$ cat config.mk
export PLATFORM = sky130hd
export DESIGN_NAME = asm_deframer
export DESIGN_NICKNAME = d
export VERILOG_FILES = /design/src/rtl/asm_deframer.sv
export SDC_FILE = /design/constraint.sdc
export NUM_CORES = 1
export LEC_CHECK = 0
export CAP_MARGIN = 20
export CORE_MARGIN = 1.5
export CORE_UTILIZATION = 45
export DETAILED_ROUTE_END_ITERATION = 7
export GPL_TIMING_DRIVEN = 1
export MAX_ROUTING_LAYER = met4
export PLACE_DENSITY = 0.68
export RECOVER_POWER = 50
export SYNTH_ARGS = -nofsm -noshare
export SYNTH_HDL_FRONTEND = slang
export SYNTH_SLANG_ARGS = --single-unit
$ cat constraint.sdc
create_clock -name core_clk -period 7.4 [get_ports core_clk]
set_input_delay 1.85 -clock core_clk [delete_from_list [all_inputs] [get_ports core_clk]]
set_output_delay 1.85 -clock core_clk [all_outputs]
set_load 0.01 [all_outputs]
$ cat src/rtl/asm_deframer.sv
// asm_deframer
// Locks onto a 32-bit attached sync marker (ASM) in a word stream and unpacks
// the fixed-length payload that follows each marker into a byte stream.
// Lock is acquired only on an exact marker. Once locked, markers within
// ERR_TOL bit errors are accepted. A bad marker still lets its frame through
// (flywheel) until MISS_LIMIT consecutive misses drop the lock.
//
// Ports
//   core_clk       clock
//   rst            asynchronous, active-high reset
//   s_axis_tdata   framed 32-bit word stream, first byte in [31:24]
//   s_axis_tvalid  input word valid
//   s_axis_tlast   ignored
//   s_axis_tready  input word accepted when high together with tvalid
//   m_axis_tdata   payload byte
//   m_axis_tvalid  payload byte valid
//   m_axis_tlast   high on the final payload byte of a frame
//   m_axis_tready  downstream ready
//   locked         frame lock status
//   sync_err       one-cycle pulse for each rejected marker while locked
//   frame_cnt      frames emitted, wraps at 16'hFFFF

`timescale 1ns/1ps

module asm_deframer #(
    parameter logic [31:0] SYNC_MARKER = 32'h1ACFFC1D,
    parameter int          PAYLOAD_LEN = 255,
    parameter int          ERR_TOL     = 2,
    parameter int          MISS_LIMIT  = 3
) (
    input  logic        core_clk,
    input  logic        rst,
    input  logic [31:0] s_axis_tdata,
    input  logic        s_axis_tvalid,
    input  logic        s_axis_tlast,
    output logic        s_axis_tready,
    output logic [7:0]  m_axis_tdata,
    output logic        m_axis_tvalid,
    output logic        m_axis_tlast,
    input  logic        m_axis_tready,
    output logic        locked,
    output logic        sync_err,
    output logic [15:0] frame_cnt
);

    // Frame geometry. The last data word carries LAST_BYTES payload bytes;
    // any remaining bytes of that word are pad and are never emitted.
    localparam int         NWORDS     = (PAYLOAD_LEN + 3) / 4;
    localparam int         LAST_BYTES = PAYLOAD_LEN - 4 * (NWORDS - 1);
    localparam logic [7:0] LAST_WORD  = 8'(NWORDS - 1);
    localparam logic [1:0] LAST_IDX   = 2'(LAST_BYTES - 1);
    localparam logic [5:0] ERR_TOL_W  = 6'(ERR_TOL);
    localparam logic [7:0] MISS_LIM_W = 8'(MISS_LIMIT);

    typedef enum logic [1:0] {SEARCH, CHECK, DATA, FLY} state_t;

    state_t      state_q, state_d;
    logic [31:0] buf_word;
    logic [1:0]  byte_idx;
    logic [1:0]  byte_last;
    logic        buf_is_last;
    logic [7:0]  word_cnt;
    logic [7:0]  miss_cnt;
    logic [7:0]  miss_next;
    logic [5:0]  bit_errs;
    logic [1:0]  next_idx;
    logic [7:0]  next_byte;
    logic        word_is_last;
    logic        buf_drain;
    logic        data_ready;
    logic        load_word;
    logic        start_frame;
    logic        lock_set;
    logic        lock_clr;
    logic        miss_clr;
    logic        miss_inc;
    logic        err_pulse;
    logic        unused_tlast;

    assign unused_tlast = s_axis_tlast;

    function automatic logic [5:0] popcount32(input logic [31:0] v);
        logic [5:0] c;
        c = '0;
        for (int i = 0; i < 32; i++) begin
            c = c + {5'd0, v[i]};
        end
        return c;
    endfunction

    // Helper terms: marker distance, buffer position and the byte that
    // follows the one currently presented on m_axis.
    always_comb begin
        bit_errs     = popcount32(s_axis_tdata ^ SYNC_MARKER);
        miss_next    = miss_cnt + 8'd1;
        word_is_last = (word_cnt == LAST_WORD);
        next_idx     = byte_idx + 2'd1;
        buf_drain    = m_axis_tvalid && m_axis_tready && (byte_idx == byte_last);
        data_ready   = !m_axis_tvalid || buf_drain;
        case (next_idx)
            2'd0:    next_byte = buf_word[31:24];
            2'd1:    next_byte = buf_word[23:16];
            2'd2:    next_byte = buf_word[15:8];
            default: next_byte = buf_word[7:0];
        endcase
    end

    // Next-state logic. Marker slots (SEARCH, CHECK) never touch the unpack
    // buffer, so they accept unconditionally while the previous frame's last
    // word may still be draining.
    always_comb begin
        state_d       = state_q;
        s_axis_tready = 1'b0;
        load_word     = 1'b0;
        start_frame   = 1'b0;
        lock_set      = 1'b0;
        lock_clr      = 1'b0;
        miss_clr      = 1'b0;
        miss_inc      = 1'b0;
        err_pulse     = 1'b0;
        case (state_q)
            SEARCH: begin
                s_axis_tready = 1'b1;
                if (s_axis_tvalid && (s_axis_tdata == SYNC_MARKER)) begin
                    state_d     = DATA;
                    lock_set    = 1'b1;
                    start_frame = 1'b1;
                end
            end
            CHECK: begin
                s_axis_tready = 1'b1;
                if (s_axis_tvalid) begin
                    if (bit_errs <= ERR_TOL_W) begin
                        state_d     = DATA;
                        miss_clr    = 1'b1;
                        start_frame = 1'b1;
                    end else begin
                        err_pulse = 1'b1;
                        miss_inc  = 1'b1;
                        if (miss_next == MISS_LIM_W) begin
                            state_d  = SEARCH;
                            lock_clr = 1'b1;
                        end else begin
                            state_d     = FLY;
                            start_frame = 1'b1;
                        end
                    end
                end
            end
            DATA, FLY: begin
                s_axis_tready = data_ready;
                if (s_axis_tvalid && data_ready) begin
                    load_word = 1'b1;
                    if (word_is_last) begin
                        state_d = CHECK;
                    end
                end
            end
            default: state_d = SEARCH;
        endcase
    end

    // State register.
    always_ff @(posedge core_clk or posedge rst) begin
        if (rst) begin
            state_q <= SEARCH;
        end else begin
            state_q <= state_d;
        end
    end

    // Lock status, miss counter and per-frame word counter. The miss counter
    // restarts from zero whenever lock is gained or lost.
    always_ff @(posedge core_clk or posedge rst) begin
        if (rst) begin
            locked   <= 1'b0;
            sync_err <= 1'b0;
            miss_cnt <= '0;
            word_cnt <= '0;
        end else begin
            sync_err <= err_pulse;
            if (lock_set) begin
                locked <= 1'b1;
            end else if (lock_clr) begin
                locked <= 1'b0;
            end
            if (miss_clr || lock_set || lock_clr) begin
                miss_cnt <= '0;
            end else if (miss_inc) begin
                miss_cnt <= miss_next;
            end
            if (start_frame) begin
                word_cnt <= '0;
            end else if (load_word) begin
                word_cnt <= word_cnt + 8'd1;
            end
        end
    end

    // Unpack buffer. The output register always shows byte byte_idx of
    // buf_word, so byte 0 is valid the cycle after the word is accepted and
    // a new word can land on the same edge the last byte is taken.
    always_ff @(posedge core_clk or posedge rst) begin
        if (rst) begin
            buf_word      <= '0;
            byte_idx      <= '0;
            byte_last     <= '0;
            buf_is_last   <= 1'b0;
            m_axis_tdata  <= '0;
            m_axis_tvalid <= 1'b0;
            m_axis_tlast  <= 1'b0;
        end else if (load_word) begin
            buf_word      <= s_axis_tdata;
            byte_idx      <= 2'd0;
            byte_last     <= word_is_last ? LAST_IDX : 2'd3;
            buf_is_last   <= word_is_last;
            m_axis_tdata  <= s_axis_tdata[31:24];
            m_axis_tvalid <= 1'b1;
            m_axis_tlast  <= word_is_last && (LAST_IDX == 2'd0);
        end else if (m_axis_tvalid && m_axis_tready) begin
            if (byte_idx == byte_last) begin
                m_axis_tvalid <= 1'b0;
                m_axis_tlast  <= 1'b0;
            end else begin
                byte_idx     <= next_idx;
                m_axis_tdata <= next_byte;
                m_axis_tlast <= buf_is_last && (next_idx == byte_last);
            end
        end
    end

    // Frame counter, stepped on the handshake of each frame's final byte.
    always_ff @(posedge core_clk or posedge rst) begin
        if (rst) begin
            frame_cnt <= '0;
        end else if (m_axis_tvalid && m_axis_tready && m_axis_tlast) begin
            frame_cnt <= frame_cnt + 16'd1;
        end
    end

endmodule

# Word level (Yosys, flattened, before mapping)
# Cells that the tools add are included.
[word_totals] register_bits=83 latchBits=0 ramBits=0 rom_bits=0 in_bits=37 output_inout_bits=29 elab_cells=133 memories=0
[classes] n_addsub=35 mul=0 div=0 order_cmp=1 eq_ne=15 shifts=0 muxes=46 bitwise=1 n_reduce_logical=22
[ops] operator="$add A6 B1 Y6" count=26
[ops] operator="$mux W8" count=7
[ops] operator="$eq A32 B29 Y1 const B" count=1
[ops] operator="$mux W1" count=26
[ops] operator="$pmux W8 S3" count=1
[ops] operator="$not A19 Y19" count=1
[ops] operator="$mux W2" count=9
[ops] operator="$add A16 B1 Y16 const B" count=1
[ops] operator="$add A8 B1 Y8 const B" count=2
[ops] operator="$ne A2 B2 Y1 const B" count=5
[ops] operator="$reduce_bool A2 Y1" count=5
[ops] operator="$eq A8 B2 Y1 const B" count=1
[ops] operator="$eq A8 B6 Y1 const B" count=1
[ops] operator="$add A5 B1 Y6" count=1
[ops] operator="$eq A2 B2 Y1 const B" count=3
[ops] operator="$le A6 B2 Y1 const B" count=1
[ops] operator="$logic_and A1 B1 Y1" count=6
[ops] operator="$pmux W2 S3" count=1
[ops] operator="$add A4 B1 Y5" count=1
[ops] operator="$add A3 B1 Y4" count=1
[ops] operator="$eq A2 B1 Y1 const B" count=2
[ops] operator="$eq A2 B2 Y1" count=2
[ops] operator="$logic_not A2 Y1" count=2
[ops] operator="$pmux W1 S2" count=2
[ops] operator="8 further kinds" count=12

# Logic depth before layout (Yosys ltp)
# Gate-level depths: netlist of the first run.
[depth] depth_word=39 depth_mapped=19

# Least setup slack after synthesis of the first run
# No wires, ideal clock.
[synth_timing] kind="input -> register" startpoint="input s_axis_tdata[1]" endpoint="register word_cnt[0]" setup_time_ps=123 t_arrival_ps=6631 t_required_ps=7277 path_slack_ps=646 stages=18 n_path_buf=0 path_cell_list="fa_1 -> inv_1 -> fa_1 -> fa_1 -> inv_1 -> fa_1 -> fa_1 -> inv_1 -> fa_1 -> inv_1 -> ha_1 -> inv_1 -> fa_1 -> a211o_1 -> a2111oi_4 -> a22oi_1 -> nand3b_2 -> nor2_1"
[synth_via] elab_chain_len=36
[synth_lines] item="from (decl)" line_no="33" text="input logic [31:0] s_axis_tdata,"
[synth_lines] item="$add A1 B1 Y2" line_no="86" text="c = c + {5'd0, v[i]};"
[synth_lines] item="$add A2 B1 Y3" line_no="86"
[synth_lines] item="$add A3 B1 Y4" line_no="86"
[synth_lines] item="$add A4 B1 Y5" line_no="86"
[synth_lines] item="$add A5 B1 Y6" line_no="86"
[synth_lines] item="$add A6 B1 Y6 (26 in series)" line_no="86"
[synth_lines] item="$le A6 B2 Y1" line_no="133" text="if (bit_errs <= ERR_TOL_W) begin"
[synth_lines] item="$mux W1" line_no="133"
[synth_lines] item="$mux W1" line_no="132" text="if (s_axis_tvalid) begin"
[synth_lines] item="$pmux W1 S2 *" line_no="121" text="case (state_q)"
[synth_lines] item="$mux W8 or $reduce_bool A2 Y1 (tied branches)"
[synth_lines] item="to (signal assigned)" line_no="195" text="word_cnt <= word_cnt + 8'd1;"
[synth_lines] item="to (decl)" line_no="62" text="logic [7:0] word_cnt;"
# Every way passes the cells marked *; elsewhere a longest branch is shown, timed or not.
# A chain may end at the register's enable or synchronous reset.

# Worst setup path after layout of the first run
[layout_timing] startpoint="input s_axis_tdata[14]" endpoint="register locked"
[layout_via] elab_chain_len=24
[layout_lines] item="$not A19 Y19 (no source line)"
[layout_lines] item="$add A6 B1 Y6 (18 in series)" line_no="86"
[layout_lines] item="$le A6 B2 Y1" line_no="133"
[layout_lines] item="$mux W1" line_no="133"
[layout_lines] item="$mux W1" line_no="132"
[layout_lines] item="$mux W1" line_no="121"
[layout_lines] item="$reduce_bool A2 Y1 (no source line)"
[layout_lines] item="to (signal assigned)" line_no="176" text="locked <= 1'b0;"
[layout_lines] item="to (signal assigned)" line_no="183" text="locked <= 1'b1;"
[layout_lines] item="to (signal assigned)" line_no="185" text="locked <= 1'b0;"
[layout_lines] item="to (decl)" line_no="41" text="output logic locked,"
# Several ways; a longest one is shown, not always the timed one.

==> results.rst, run 1 <==
.. list-table::
   :header-rows: 1

   * - Metric
     - Value
   * - DRC violation count after routing
     - 0
   * - Share of final-layout standard cells stronger than drive strength 1
     - 16.4%
   * - Dpl hpwl
     - 8080 um
   * - Number of pins exceeding their max-slew limit in the final report
     - 65
   * - Relative max-transition margin
     - -129%
   * - Post-CTS Setup Inserts
     - 0
   * - Synthesized flop and latch total
     - 83
   * - TritonCTS sink count
     - 83
   * - Most frequent cells in the layout
     - sky130_fd_sc_hd__dfrtp_1, sky130_fd_sc_hd__clkdlybuf4s50_1, sky130_fd_sc_hd__inv_1
   * - Static leakage power
     - 2.67 nW
   * - Most common library cell in the layout ignoring fill and taps
     - sky130_fd_sc_hd__dfrtp_1
   * - Per-cell routed wire length
     - 16.7 um
   * - Areal power density over the cells
     - roughly 370 nW/um2
   * - Startpoint Class
     - input pin
   * - Vias in the first global route
     - 3657
   * - DR vias/cell
     - 5.36
   * - Run status
     - complete, but fails checks
   * - Number of nets still failing antenna checks after routing
     - 0
   * - Top cell type's share of synthesized area
     - between 40% and 50%
   * - Row cnt
     - 37
   * - Cell taking the most area after synthesis
     - sky130_fd_sc_hd__dfrtp_1
   * - Actual transition at the worst max-transition pin
     - 3.44 ns
   * - Multi-input gate area
     - 2460 um2
   * - Post-Syn Area
     - between 4000 and 5000 um2
   * - Data required time of the critical path
     - 7.67 ns
   * - Post-layout instance count excluding filler cells
     - 649
   * - Most frequent cell on the critical path
     - sky130_fd_sc_hd__fa_1
   * - Count of buffers inserted at the top-level ports
     - 64
   * - Worst hold path type
     - reg -> reg
   * - Summed negative setup slack over all endpoints
     - 0 ns
   * - Dominant cells by area after synthesis
     - sky130_fd_sc_hd__dfrtp_1, sky130_fd_sc_hd__fa_1, sky130_fd_sc_hd__mux2_2
   * - Clock edge transition at the registers on the reported setup and hold paths
     - 0.09 ns
   * - Grt ovf
     - 0
   * - Synth Area in Adders
     - 13.9%
   * - Core area
     - 10300 um2
   * - Post-CTS sizing
     - 0
   * - Height of the die
     - 106 um
   * - Commonest register cell after synthesis
     - sky130_fd_sc_hd__dfrtp_1
   * - EDFF count, synth
     - 0
   * - Tmin final
     - slightly above 7 ns
   * - Fraction of the yosys area taken by sequential cells
     - 43.2%
   * - XOR/XNOR share of the synthesized area
     - 6.20%
   * - Synth Instances
     - about 430
   * - Area enclosed by the die boundary
     - 11300 um2
   * - Number of antenna violations at the first check in global routing
     - 0
   * - Max cap viols
     - 1
   * - Mux share of post-synthesis cell area
     - 9.09%
   * - Clock root buffer master
     - sky130_fd_sc_hd__clkbuf_8
   * - Setup Skew
     - 0.0149 ns
   * - Critical path class
     - in -> reg
   * - Maximum level of the CTS H-tree
     - 3
   * - Master of the slowest instance on the critical path
     - sky130_fd_sc_hd__clkdlybuf4s50_1
   * - Width of the chip
     - 106 um
   * - # nets final
     - between 500 and 600
   * - Synth-to-Final Area Change
     - 22.6%
   * - Violated checks
     - max-capacitance violations, max-slew violations
   * - Antenna diode count
     - 0
   * - Crit end category
     - register
   * - Maximum number of pins on one net before global-route repair
     - 84
   * - Total I/O pin count
     - 66
   * - Arrival time at the worst endpoint
     - 7.45 ns
   * - Highest attainable clock frequency
     - 139 MHz
   * - Placed Instances
     - 632
   * - Last weighted congestion value of the routability-driven placer
     - 0.813
   * - Clock tree buffer depth
     - 2
   * - Final routed wirelength across all metal layers
     - 10800 um
   * - Register cell area after layout
     - 2080 um2
   * - Pwr Total
     - around 2.2 mW
   * - Cell-by-cell trace of the critical path
     - clkdlybuf4s50_1 -> inv_1 -> fa_1 -> inv_1 -> fa_1 -> fa_1 -> inv_1 -> fa_1 -> fa_1 -> inv_1 -> fa_1 -> inv_1 -> ha_1 -> inv_1 -> fa_1 -> a211o_1 -> a2111oi_4 -> buf_4 -> buf_4 -> or2b_1 -> inv_2 -> a21oi_1
   * - Initial cell density of the core
     - a little under half
   * - Final setup fails
     - 0
   * - Fraction of the cycle the final worst path needs
     - approximately 97%
   * - Final hold viol count
     - 0
   * - Yosys warning count
     - 0
   * - Initial DRT Pass Iterations
     - 4
   * - Fraction of the mapped netlist area in compound gates
     - about 9.0%
   * - CTS tree
     - done
   * - Combinational family with the most area after synthesis
     - adder cells
   * - Largest vdd supply drop
     - 215 uV
   * - Insertion delay of the later-clocked pin in the worst-skew pair
     - roughly 0.35 ns
   * - Async set-reset flop share out of synthesis
     - between 90% and 100%
   * - Num CTS Buffers
     - 9
   * - Drt first-iter violations
     - ~220
   * - Total nets after synthesis
     - between 500 and 600
   * - First-pass GRT wire length
     - 18200 um
   * - Aggregate global-route resource usage
     - a little over a fifth
   * - Unrepaired setup endpoints after global routing
     - false
   * - Biggest cell delay along the critical path
     - 0.52 ns
   * - Worst-path maximum fanout
     - 4
   * - Number of distinct library cells after synthesis
     - 51
   * - Routed via count
     - 3477
   * - Fill cells
     - 875
   * - Basic-gate share of the synthesized area counting and, or, nand and nor cells
     - 12.8%
   * - Number of buffers added to fix hold violations after cts
     - 0
   * - Synthesized area per cell
     - 11.2 um2
==> final timing paths <==
| check | end | start | depth (start not counted) | slack, ns |
|---|---|---|---|---|
| max in group asynchronous | buf_word[2] | rst | 4 | 1.34 |
| min reg2reg | frame_cnt[15] | frame_cnt[15] | 1 | 0.47 |
| min | frame_cnt[15] | frame_cnt[15] | 1 | 0.47 |
| max reg2reg | buf_word[30] | byte_idx[0] | 4 | 4.80 |
| max | locked | s_axis_tdata[14] | 22 | 0.23 |
| min in group asynchronous | word_cnt[1] | rst | 3 | 2.28 |
==> synth_stat cells (4+ instances only) <==
master,count
sky130_fd_sc_hd__dfrtp_1,83
sky130_fd_sc_hd__inv_1,53
sky130_fd_sc_hd__mux2_2,37
sky130_fd_sc_hd__nor2_1,34
sky130_fd_sc_hd__nand2_1,28
sky130_fd_sc_hd__fa_1,24
sky130_fd_sc_hd__xnor2_1,19
sky130_fd_sc_hd__ha_1,15
sky130_fd_sc_hd__xor2_1,15
sky130_fd_sc_hd__nand4_1,14
sky130_fd_sc_hd__o21ai_0,11
sky130_fd_sc_hd__a222oi_1,8
sky130_fd_sc_hd__nand3_1,8
sky130_fd_sc_hd__buf_2,7
sky130_fd_sc_hd__a21o_1,6
sky130_fd_sc_hd__a22o_1,6
sky130_fd_sc_hd__clkbuf_1,6
sky130_fd_sc_hd__a21oi_1,4
==> through the flow <==
| step | instance area (um2) | hold slack [ns] | worst slack (ns) | util, % |
|---|---|---|---|---|
| after floorplan | 4800 | 0.480 | 0.646 | - |
| after global placement | 5680 | 0.454 | -0.133 | 55.0 |
| after detailed placement | 5680 | 0.460 | -0.181 | 55.0 |
| after CTS | 5880 | 0.475 | 0.158 | 57.0 |
| after global routing | 5890 | 0.510 | 0.0250 | 57.1 |
| final | 5890 | 0.469 | 0.227 | 57.1 |
==> state kept, by name, summed over array words and instances, names as in the netlist <==
name	flops
m_axis_tdata	8
buf_is_last	1
word_cnt	8
miss_cnt	8
byte_last	2
buf_word	32
state_q	2
sync_err	1
byte_idx	2
m_axis_tlast	1
m_axis_tvalid	1
frame_cnt	16
locked	1
==> area by class of cell <==
class	instances	area share (%)
inverters	54	3.46
multi-input cells	277	41.8
flip-flops and latches	83	35.3
clock inverters	6	1.08
repair buffers	83	13.2
well taps	136	2.89
clock buffers	10	2.34
==> report_power, final <==
| group | total [mW] | internal, mW | switching (mW) |
|---|---|---|---|
| logic | 1.14 | 0.578 | 0.563 |
| clock network | 0.332 | 0.165 | 0.167 |
| registers | 0.718 | 0.608 | 0.110 |
==> metal layers <==
layer	global-route usage, %	part of all wire (%)
met4	5.31	0.70
met1	26.5	43
met3	3.13	3.3
met2	37.0	53
met5	-	0
==> worst max-delay path, delay by kind of cell <==
family	cells	cell delay (ns)
buf+inv	10	1.29
simple gates	1	0.15
compound gates	3	0.75
fa+ha+maj	8	3.40
==> cell families (layout without fill, tap and decap cells) <==
family,after synthesis,count (layout)
mux,39,39
fa+ha+maj,39,39
compound gates,51,51
flops,83,83
simple gates,114,114
xor+xnor,34,34
buf+inv,69,153
Note: power is estimated with default switching activity, not from simulation.
==> run 2: changes to the inputs <==
Settings changed: CORE_UTILIZATION 45 to 40, PLACE_DENSITY 0.68 to 0.61.
==> results.rst, run 2 (synthesis results as in run 1) <==
.. list-table::
   :header-rows: 1

   * - Metric
     - Value
   * - Initial DRT Pass Iterations
     - 5 (was 4)
   * - TritonCTS sink count
     - 83 (unchanged)
   * - Per-cell routed wire length
     - 16.4 um (was 16.7 um)
   * - Width of the chip
     - 113 um (was 106 um)
   * - Share of final-layout standard cells stronger than drive strength 1
     - 15.5% (was 16.4%)
   * - Clock edge transition at the registers on the reported setup and hold paths
     - 0.06 ns (was 0.09 ns)
   * - Maximum number of pins on one net before global-route repair
     - 84 (unchanged)
   * - Clock root buffer master
     - sky130_fd_sc_hd__clkbuf_16 (was sky130_fd_sc_hd__clkbuf_8)
   * - Violated checks
     - max-capacitance violations, max-slew violations (unchanged)
   * - Area after detailed placement
     - 5670 um2 (was 5680 um2)
   * - Multi-input gate area
     - 2470 um2 (was 2460 um2)
   * - Most common library cell in the layout ignoring fill and taps
     - sky130_fd_sc_hd__dfrtp_1 (unchanged)
   * - Number of buffers added to fix hold violations after cts
     - 0 (unchanged)
   * - Row cnt
     - 39 (was 37)
   * - Height of the die
     - 113 um (was 106 um)
   * - Num CTS Buffers
     - 9 (unchanged)
   * - Core area
     - 11600 um2 (was 10300 um2)
   * - Aggregate global-route resource usage
     - 18.4% (was 21.4%)
   * - Highest attainable clock frequency
     - 140 MHz (was 139 MHz)
   * - Endpoint of the most critical register-to-register path
     - buf_word[18] (was buf_word[30])
   * - Detail Route met3 WL
     - 355 um (was 353 um)
   * - Actual transition at the worst max-transition pin
     - 3.49 ns (was 3.44 ns)
   * - Vias in the first global route
     - 3565 (was 3657)
   * - Post-CTS sizing
     - 0 (unchanged)
   * - Number of pins exceeding their max-slew limit in the final report
     - 67 (was 65)
   * - Fraction of the cycle the final worst path needs
     - 96.3% (was 96.9%)
   * - Post-CTS Setup Inserts
     - 0 (unchanged)
   * - Areal power density over the cells
     - 378 nW/um2 (was 372 nW/um2)
   * - Worst hold path type
     - reg -> reg (unchanged)
   * - Final setup fails
     - 0 (unchanged)
   * - DR vias/cell
     - 5.27 (was 5.36)
   * - Detailed-route wire length on metal 1
     - 4840 um (was 4670 um)
   * - Setup Skew
     - 0.00828 ns (was 0.0149 ns)
   * - Area enclosed by the die boundary
     - 12700 um2 (was 11300 um2)
   * - Critical register-to-register path startpoint
     - byte_idx[0] (unchanged)
   * - Logic depth of the worst register-to-register path
     - 4 (unchanged)
   * - Count of buffers inserted at the top-level ports
     - 64 (unchanged)
   * - Routed via count
     - 3446 (was 3477)
   * - Met2 Wirelength
     - 5370 um (was 5750 um)
   * - Final routed wirelength across all metal layers
     - 10700 um (was 10800 um)
   * - Cell-by-cell trace of the critical path
     - clkdlybuf4s50_1 -> inv_1 -> fa_1 -> inv_1 -> fa_1 -> fa_1 -> inv_1 -> fa_1 -> fa_1 -> inv_1 -> fa_1 -> inv_1 -> ha_1 -> inv_1 -> fa_1 -> a211o_1 -> a2111oi_4 -> buf_4 -> a22oi_1 -> nand3b_4 -> nor2_1 (was clkdlybuf4s50_1 -> inv_1 -> fa_1 -> inv_1 -> fa_1 -> fa_1 -> inv_1 -> fa_1 -> fa_1 -> inv_1 -> fa_1 -> inv_1 -> ha_1 -> inv_1 -> fa_1 -> a211o_1 -> a2111oi_4 -> buf_4 -> buf_4 -> or2b_1 -> inv_2 -> a21oi_1)
   * - Biggest cell delay along the critical path
     - 0.53 ns (was 0.52 ns)
   * - Clock tree buffer depth
     - 2 (unchanged)
   * - Master of the slowest instance on the critical path
     - sky130_fd_sc_hd__fa_1 (was sky130_fd_sc_hd__clkdlybuf4s50_1)
   * - Most flop-heavy register
     - buf_word (unchanged)
   * - Antenna diode count
     - 0 (unchanged)
   * - Drt first-iter violations
     - 214 (was 224)
   * - Run status
     - complete, but fails checks (unchanged)
   * - Maximum level of the CTS H-tree
     - 3 (unchanged)
   * - Fill cells
     - 1037 (was 875)
   * - Initial cell density of the core
     - 41.5% (was 46.5%)
   * - Minimum setup slack among reg-to-reg paths
     - 4.79 ns (was 4.80 ns)
   * - # nets final
     - 582 (was 584)
   * - Arrival time at the worst endpoint
     - 7.34 ns (was 7.45 ns)
   * - Max cap viols
     - 1 (unchanged)
   * - DRC violation count after routing
     - 0 (unchanged)
   * - Largest vdd supply drop
     - 187 uV (was 215 uV)
   * - Post-Layout Inst Area
     - 6000 um2 (was 5890 um2)
   * - Relative max-transition margin
     - -133% (was -129%)
   * - Most frequent cells in the layout
     - sky130_fd_sc_hd__dfrtp_1, sky130_fd_sc_hd__clkdlybuf4s50_1, sky130_fd_sc_hd__inv_1 (unchanged)
   * - Hold path depth
     - 1 (unchanged)
   * - Insertion delay of the later-clocked pin in the worst-skew pair
     - 0.33 ns (was 0.35 ns)
   * - Hold-critical path endpoint
     - frame_cnt[15] (unchanged)
   * - Final hold viol count
     - 0 (unchanged)
   * - Tmin final
     - 7.13 ns (was 7.17 ns)
   * - Most frequent cell on the critical path
     - sky130_fd_sc_hd__fa_1 (unchanged)
   * - Number of nets still failing antenna checks after routing
     - 0 (unchanged)
   * - Number of flip-flops in the largest register
     - 32 (unchanged)
   * - Last weighted congestion value of the routability-driven placer
     - 0.794 (was 0.813)
   * - Data required time of the critical path
     - 7.61 ns (was 7.67 ns)
   * - Critical path class
     - in -> reg (unchanged)
   * - Largest registers
     - buf_word (32), frame_cnt (16) (unchanged)
   * - Worst-path maximum fanout
     - 8 (was 4)
   * - Startpoint Class
     - input pin (unchanged)
   * - Origin of the worst min-delay path
     - frame_cnt[15] (unchanged)
   * - Grt ovf
     - 0 (unchanged)
   * - Highest metal layer with signal wires
     - met4 (unchanged)
   * - Register cell area after layout
     - 2080 um2 (unchanged)
   * - Total I/O pin count
     - 66 (unchanged)
   * - Worst hold slack
     - 0.466 ns (was 0.469 ns)
   * - Unrepaired setup endpoints after global routing
     - false (unchanged)
   * - Crit end category
     - register (unchanged)
   * - Synth-to-Final Area Change
     - 24.8% (was 22.6%)
   * - First-pass GRT wire length
     - 17800 um (was 18200 um)
   * - Number of antenna violations at the first check in global routing
     - 0 (unchanged)
   * - Dpl hpwl
     - 8040 um (was 8080 um)
   * - Static leakage power
     - 2.73 nW (was 2.67 nW)
   * - CTS tree
     - done (unchanged)
run 2: changes by cell type in the layout (fill, tap and decap cells not counted), moves of 2 or more:
cell and change:
sky130_fd_sc_hd__buf_4 -2, sky130_fd_sc_hd__clkbuf_16 +9, sky130_fd_sc_hd__clkdlybuf4s50_1 -2, sky130_fd_sc_hd__clkbuf_8 -9
run 2: layout make-up:
cell class              instances  share of cell area (%)
clock inverters                 5                    1.00
clock buffers                  11                    4.05
inverters                      54                    3.40
flip-flops and latches         83                    34.6
repair buffers                 81                    12.7
multi-input cells             277                    41.2
well taps                     143                    2.98
run 2: per-stage QoR:
step           power [mW]  utilization (%)  TNS (ns)  cells  setup WS, ns
6_report             2.27             51.9         0    654         0.275
5_1_grt              2.46             51.9         0    654       0.00905
4_1_cts              2.30             51.7         0    653         0.152
3_5_place_dp         1.83             49.1     -2.51    637        -0.194
3_3_place_gp         1.80             49.1     -2.15    637        -0.175
2_1_floorplan        1.51                -         0    429         0.646
run 2: critical path, delay by kind of cell:
kind,cells,cell delay [ns]
AOI/OAI and AO/OA,3,0.71
adders and majority gates,8,3.41
buffers and inverters,8,1.09
and+or+nand+nor,2,0.27
run 2: worst max-delay path by stage:
| stage | cells after the start | slack [ns] | to | start |
|---|---|---|---|---|
| floorplan | 18 | 0.65 | word_cnt[0] | s_axis_tdata[1] |
| global placement | 21 | -0.17 | word_cnt[7] | s_axis_tdata[18] |
| detailed placement | 20 | -0.19 | word_cnt[1] | s_axis_tdata[1] |
| CTS | 20 | 0.15 | word_cnt[1] | s_axis_tdata[1] |
| global route | 21 | 0.009 | word_cnt[4] | s_axis_tdata[14] |
| finish | 21 | 0.27 | word_cnt[1] | s_axis_tdata[18] |
run 2: power breakdown:
part           switching [mW]  internal (mW)
combinational           0.544          0.552
sequential              0.108          0.609
clock                   0.179          0.273
total                   0.831           1.43
run 2: per-layer routing:
metal  global-route usage, %  up-vias
met4                    5.23        0
met5                       -        -
met3                    3.13       14
met1                    23.5     1730
met2                    30.3       65
li1                        -     1637
==> run 3: changes to the inputs <==
Settings changed: SLEW_MARGIN set to 20.
==> results.rst, run 3 (synthesis results as in run 1) <==
.. list-table::
   :header-rows: 1

   * - Metric
     - Value
   * - Run status
     - complete, but fails checks (unchanged)
   * - Violated checks
     - max-capacitance violations, max-slew violations (unchanged)
   * - Post-Layout Inst Area
     - 5990 um2 (was 6000 um2)
   * - Unrepaired setup endpoints after global routing
     - false (unchanged)
   * - Number of pins exceeding their max-slew limit in the final report
     - 84 (was 67)
   * - Last weighted congestion value of the routability-driven placer
     - 0.794 (unchanged)
   * - Most flop-heavy register
     - buf_word (unchanged)
   * - Actual transition at the worst max-transition pin
     - 4.48 ns (was 3.49 ns)
   * - Minimum setup slack among reg-to-reg paths
     - 4.80 ns (was 4.79 ns)
   * - Dpl hpwl
     - 8040 um (unchanged)
   * - Critical path class
     - in -> reg (unchanged)
   * - First-pass GRT wire length
     - 17800 um (unchanged)
   * - Largest registers
     - buf_word (32), frame_cnt (16) (unchanged)
   * - Origin of the worst min-delay path
     - frame_cnt[15] (unchanged)
   * - DRC violation count after routing
     - 0 (unchanged)
   * - Clock tree buffer depth
     - 2 (unchanged)
   * - Logic depth of the worst register-to-register path
     - 4 (unchanged)
   * - Drt first-iter violations
     - 229 (was 214)
   * - Insertion delay of the later-clocked pin in the worst-skew pair
     - 0.33 ns (about the same)
   * - Share of final-layout standard cells stronger than drive strength 1
     - 15.5% (about the same)
   * - Aggregate global-route resource usage
     - 18.4% (unchanged)
   * - Final core area utilization
     - 51.8% (was 51.9%)
   * - Vias in the first global route
     - 3565 (unchanged)
   * - Final routed wirelength across all metal layers
     - 10700 um (about the same)
   * - Worst hold path type
     - reg -> reg (unchanged)
   * - Fill cells
     - 1035 (was 1037)
   * - Routed via count
     - 3427 (was 3446)
   * - Worst Setup Slack post-DPL
     - -0.194 ns (unchanged)
   * - Maximum number of pins on one net before global-route repair
     - 84 (unchanged)
   * - Core area
     - 11600 um2 (unchanged)
   * - Antenna diode count
     - 0 (unchanged)
   * - Fraction of the cycle the final worst path needs
     - 96.2% (was 96.3%)
   * - Pwr Total
     - 2.27 mW (about the same)
   * - # nets final
     - 581 (was 582)
   * - Maximum level of the CTS H-tree
     - 3 (unchanged)
   * - Clock edge transition at the registers on the reported setup and hold paths
     - 0.06 ns (about the same)
   * - Static leakage power
     - 2.73 nW (about the same)
   * - Max cap viols
     - 1 (unchanged)
   * - Per-cell routed wire length
     - 16.4 um (about the same)
   * - Data required time of the critical path
     - 7.61 ns (about the same)
   * - Synth-to-Final Area Change
     - 24.7% (was 24.8%)
   * - Placed Instances
     - 637 (unchanged)
   * - Area after detailed placement
     - 5670 um2 (unchanged)
   * - Hold path depth
     - 1 (unchanged)
   * - Number of nets still failing antenna checks after routing
     - 0 (unchanged)
   * - Final setup fails
     - 0 (unchanged)
   * - Row cnt
     - 39 (unchanged)
   * - Number of antenna violations at the first check in global routing
     - 0 (unchanged)
   * - Most common library cell in the layout ignoring fill and taps
     - sky130_fd_sc_hd__dfrtp_1 (unchanged)
   * - Worst-path maximum fanout
     - 8 (unchanged)
   * - Post-layout instance count excluding filler cells
     - 653 (was 654)
   * - Post-CTS sizing
     - 0 (unchanged)
   * - Number of flip-flops in the largest register
     - 32 (unchanged)
   * - DR vias/cell
     - 5.25 (was 5.27)
   * - Hold-critical path endpoint
     - frame_cnt[15] (unchanged)
   * - Critical register-to-register path startpoint
     - byte_idx[0] (unchanged)
   * - Initial DRT Pass Iterations
     - 4 (was 5)
   * - Fin worst setup slack
     - 0.278 ns (was 0.275 ns)
   * - Highest attainable clock frequency
     - 140 MHz (about the same)
   * - Largest vdd supply drop
     - 187 uV (about the same)
   * - Most frequent cells in the layout
     - sky130_fd_sc_hd__dfrtp_1, sky130_fd_sc_hd__clkdlybuf4s50_1, sky130_fd_sc_hd__inv_1 (unchanged)
   * - Arrival time at the worst endpoint
     - 7.34 ns (about the same)
   * - CTS tree
     - done (unchanged)
   * - Count of buffers inserted at the top-level ports
     - 64 (unchanged)
   * - Biggest cell delay along the critical path
     - 0.53 ns (about the same)
   * - Number of buffers added to fix hold violations after cts
     - 0 (unchanged)
   * - Setup Skew
     - 0.00791 ns (was 0.00828 ns)
   * - Post-CTS Setup Inserts
     - 0 (unchanged)
   * - TritonCTS sink count
     - 83 (unchanged)
   * - Setup crit start
     - s_axis_tdata[18] (unchanged)
   * - Startpoint Class
     - input pin (unchanged)
   * - Relative max-transition margin
     - -199% (was -133%)
   * - Width of the chip
     - 113 um (unchanged)
   * - Most frequent cell on the critical path
     - sky130_fd_sc_hd__fa_1 (unchanged)
   * - Height of the die
     - 113 um (unchanged)
   * - Grt ovf
     - 0 (unchanged)
   * - Endpoint of the most critical register-to-register path
     - buf_word[24] (was buf_word[18])
   * - Final hold viol count
     - 0 (unchanged)
   * - Areal power density over the cells
     - 378 nW/um2 (about the same)
   * - Clock root buffer master
     - sky130_fd_sc_hd__clkbuf_16 (unchanged)
   * - Initial cell density of the core
     - 41.5% (unchanged)
   * - Total I/O pin count
     - 66 (unchanged)
   * - Tmin final
     - 7.12 ns (was 7.13 ns)
   * - Master of the slowest instance on the critical path
     - sky130_fd_sc_hd__fa_1 (unchanged)
   * - Num CTS Buffers
     - 9 (unchanged)
   * - Area enclosed by the die boundary
     - 12700 um2 (unchanged)
   * - Crit end category
     - register (unchanged)
   * - Cell-by-cell trace of the critical path
     - clkdlybuf4s50_1 -> inv_1 -> fa_1 -> inv_1 -> fa_1 -> fa_1 -> inv_1 -> fa_1 -> fa_1 -> inv_1 -> fa_1 -> inv_1 -> ha_1 -> inv_1 -> fa_1 -> a211o_1 -> a2111oi_4 -> buf_4 -> a22oi_1 -> nand3b_4 -> nor2_1 (unchanged)
==> run 3: routing by layer <==
layer  vias up  track usage, %  wire [um]
met2        55            30.3       5360
met3        14            3.13        307
met5         -               -          0
met4         0            5.23        174
met1      1724            23.5       4870
li1       1634               -          -
==> run 3: final cells by class <==
type	instances	area, um2	area share [%]
Clock buffer	11	243	4.05
Clock inverter	5	60.1	1.00
Inverter	54	204	3.40
Multi-Input combinational cell	277	2470	41.2
Sequential cell	83	2080	34.7
Tap cell	143	179	2.99
Timing Repair Buffer	80	759	12.7
==> run 3: report_power, final <==
part	internal, mW	leakage, nW	switching (mW)
sequential	0.610	1.03	0.108
clock	0.273	0.147	0.180
combinational	0.552	1.55	0.543
==> run 3: worst max-delay path by stage <==
stage / end / slack [ns]
floorplan: word_cnt[0] / 0.65
global placement: word_cnt[7] / -0.17
detailed placement: word_cnt[1] / -0.19
CTS: word_cnt[1] / 0.15
global route: word_cnt[4] / 0.009
finish: word_cnt[1] / 0.28
==> run 3: worst max-delay path, delay by kind of cell <==
| family | cells | cell delay (ns) |
|---|---|---|
| adder cells (fa/ha/maj) | 8 | 3.42 |
| buffers and inverters | 8 | 1.10 |
| AO/OA/AOI/OAI | 3 | 0.71 |
| AND/OR/NAND/NOR | 2 | 0.27 |
==> run 3: metrics by stage <==
stage                     setup TNS (ns)  hold slack, ns
after floorplan                        0           0.480
after global placement             -2.15           0.457
after detailed placement           -2.51           0.460
after CTS                              0           0.474
after global routing                   0           0.483
final                                  0           0.463
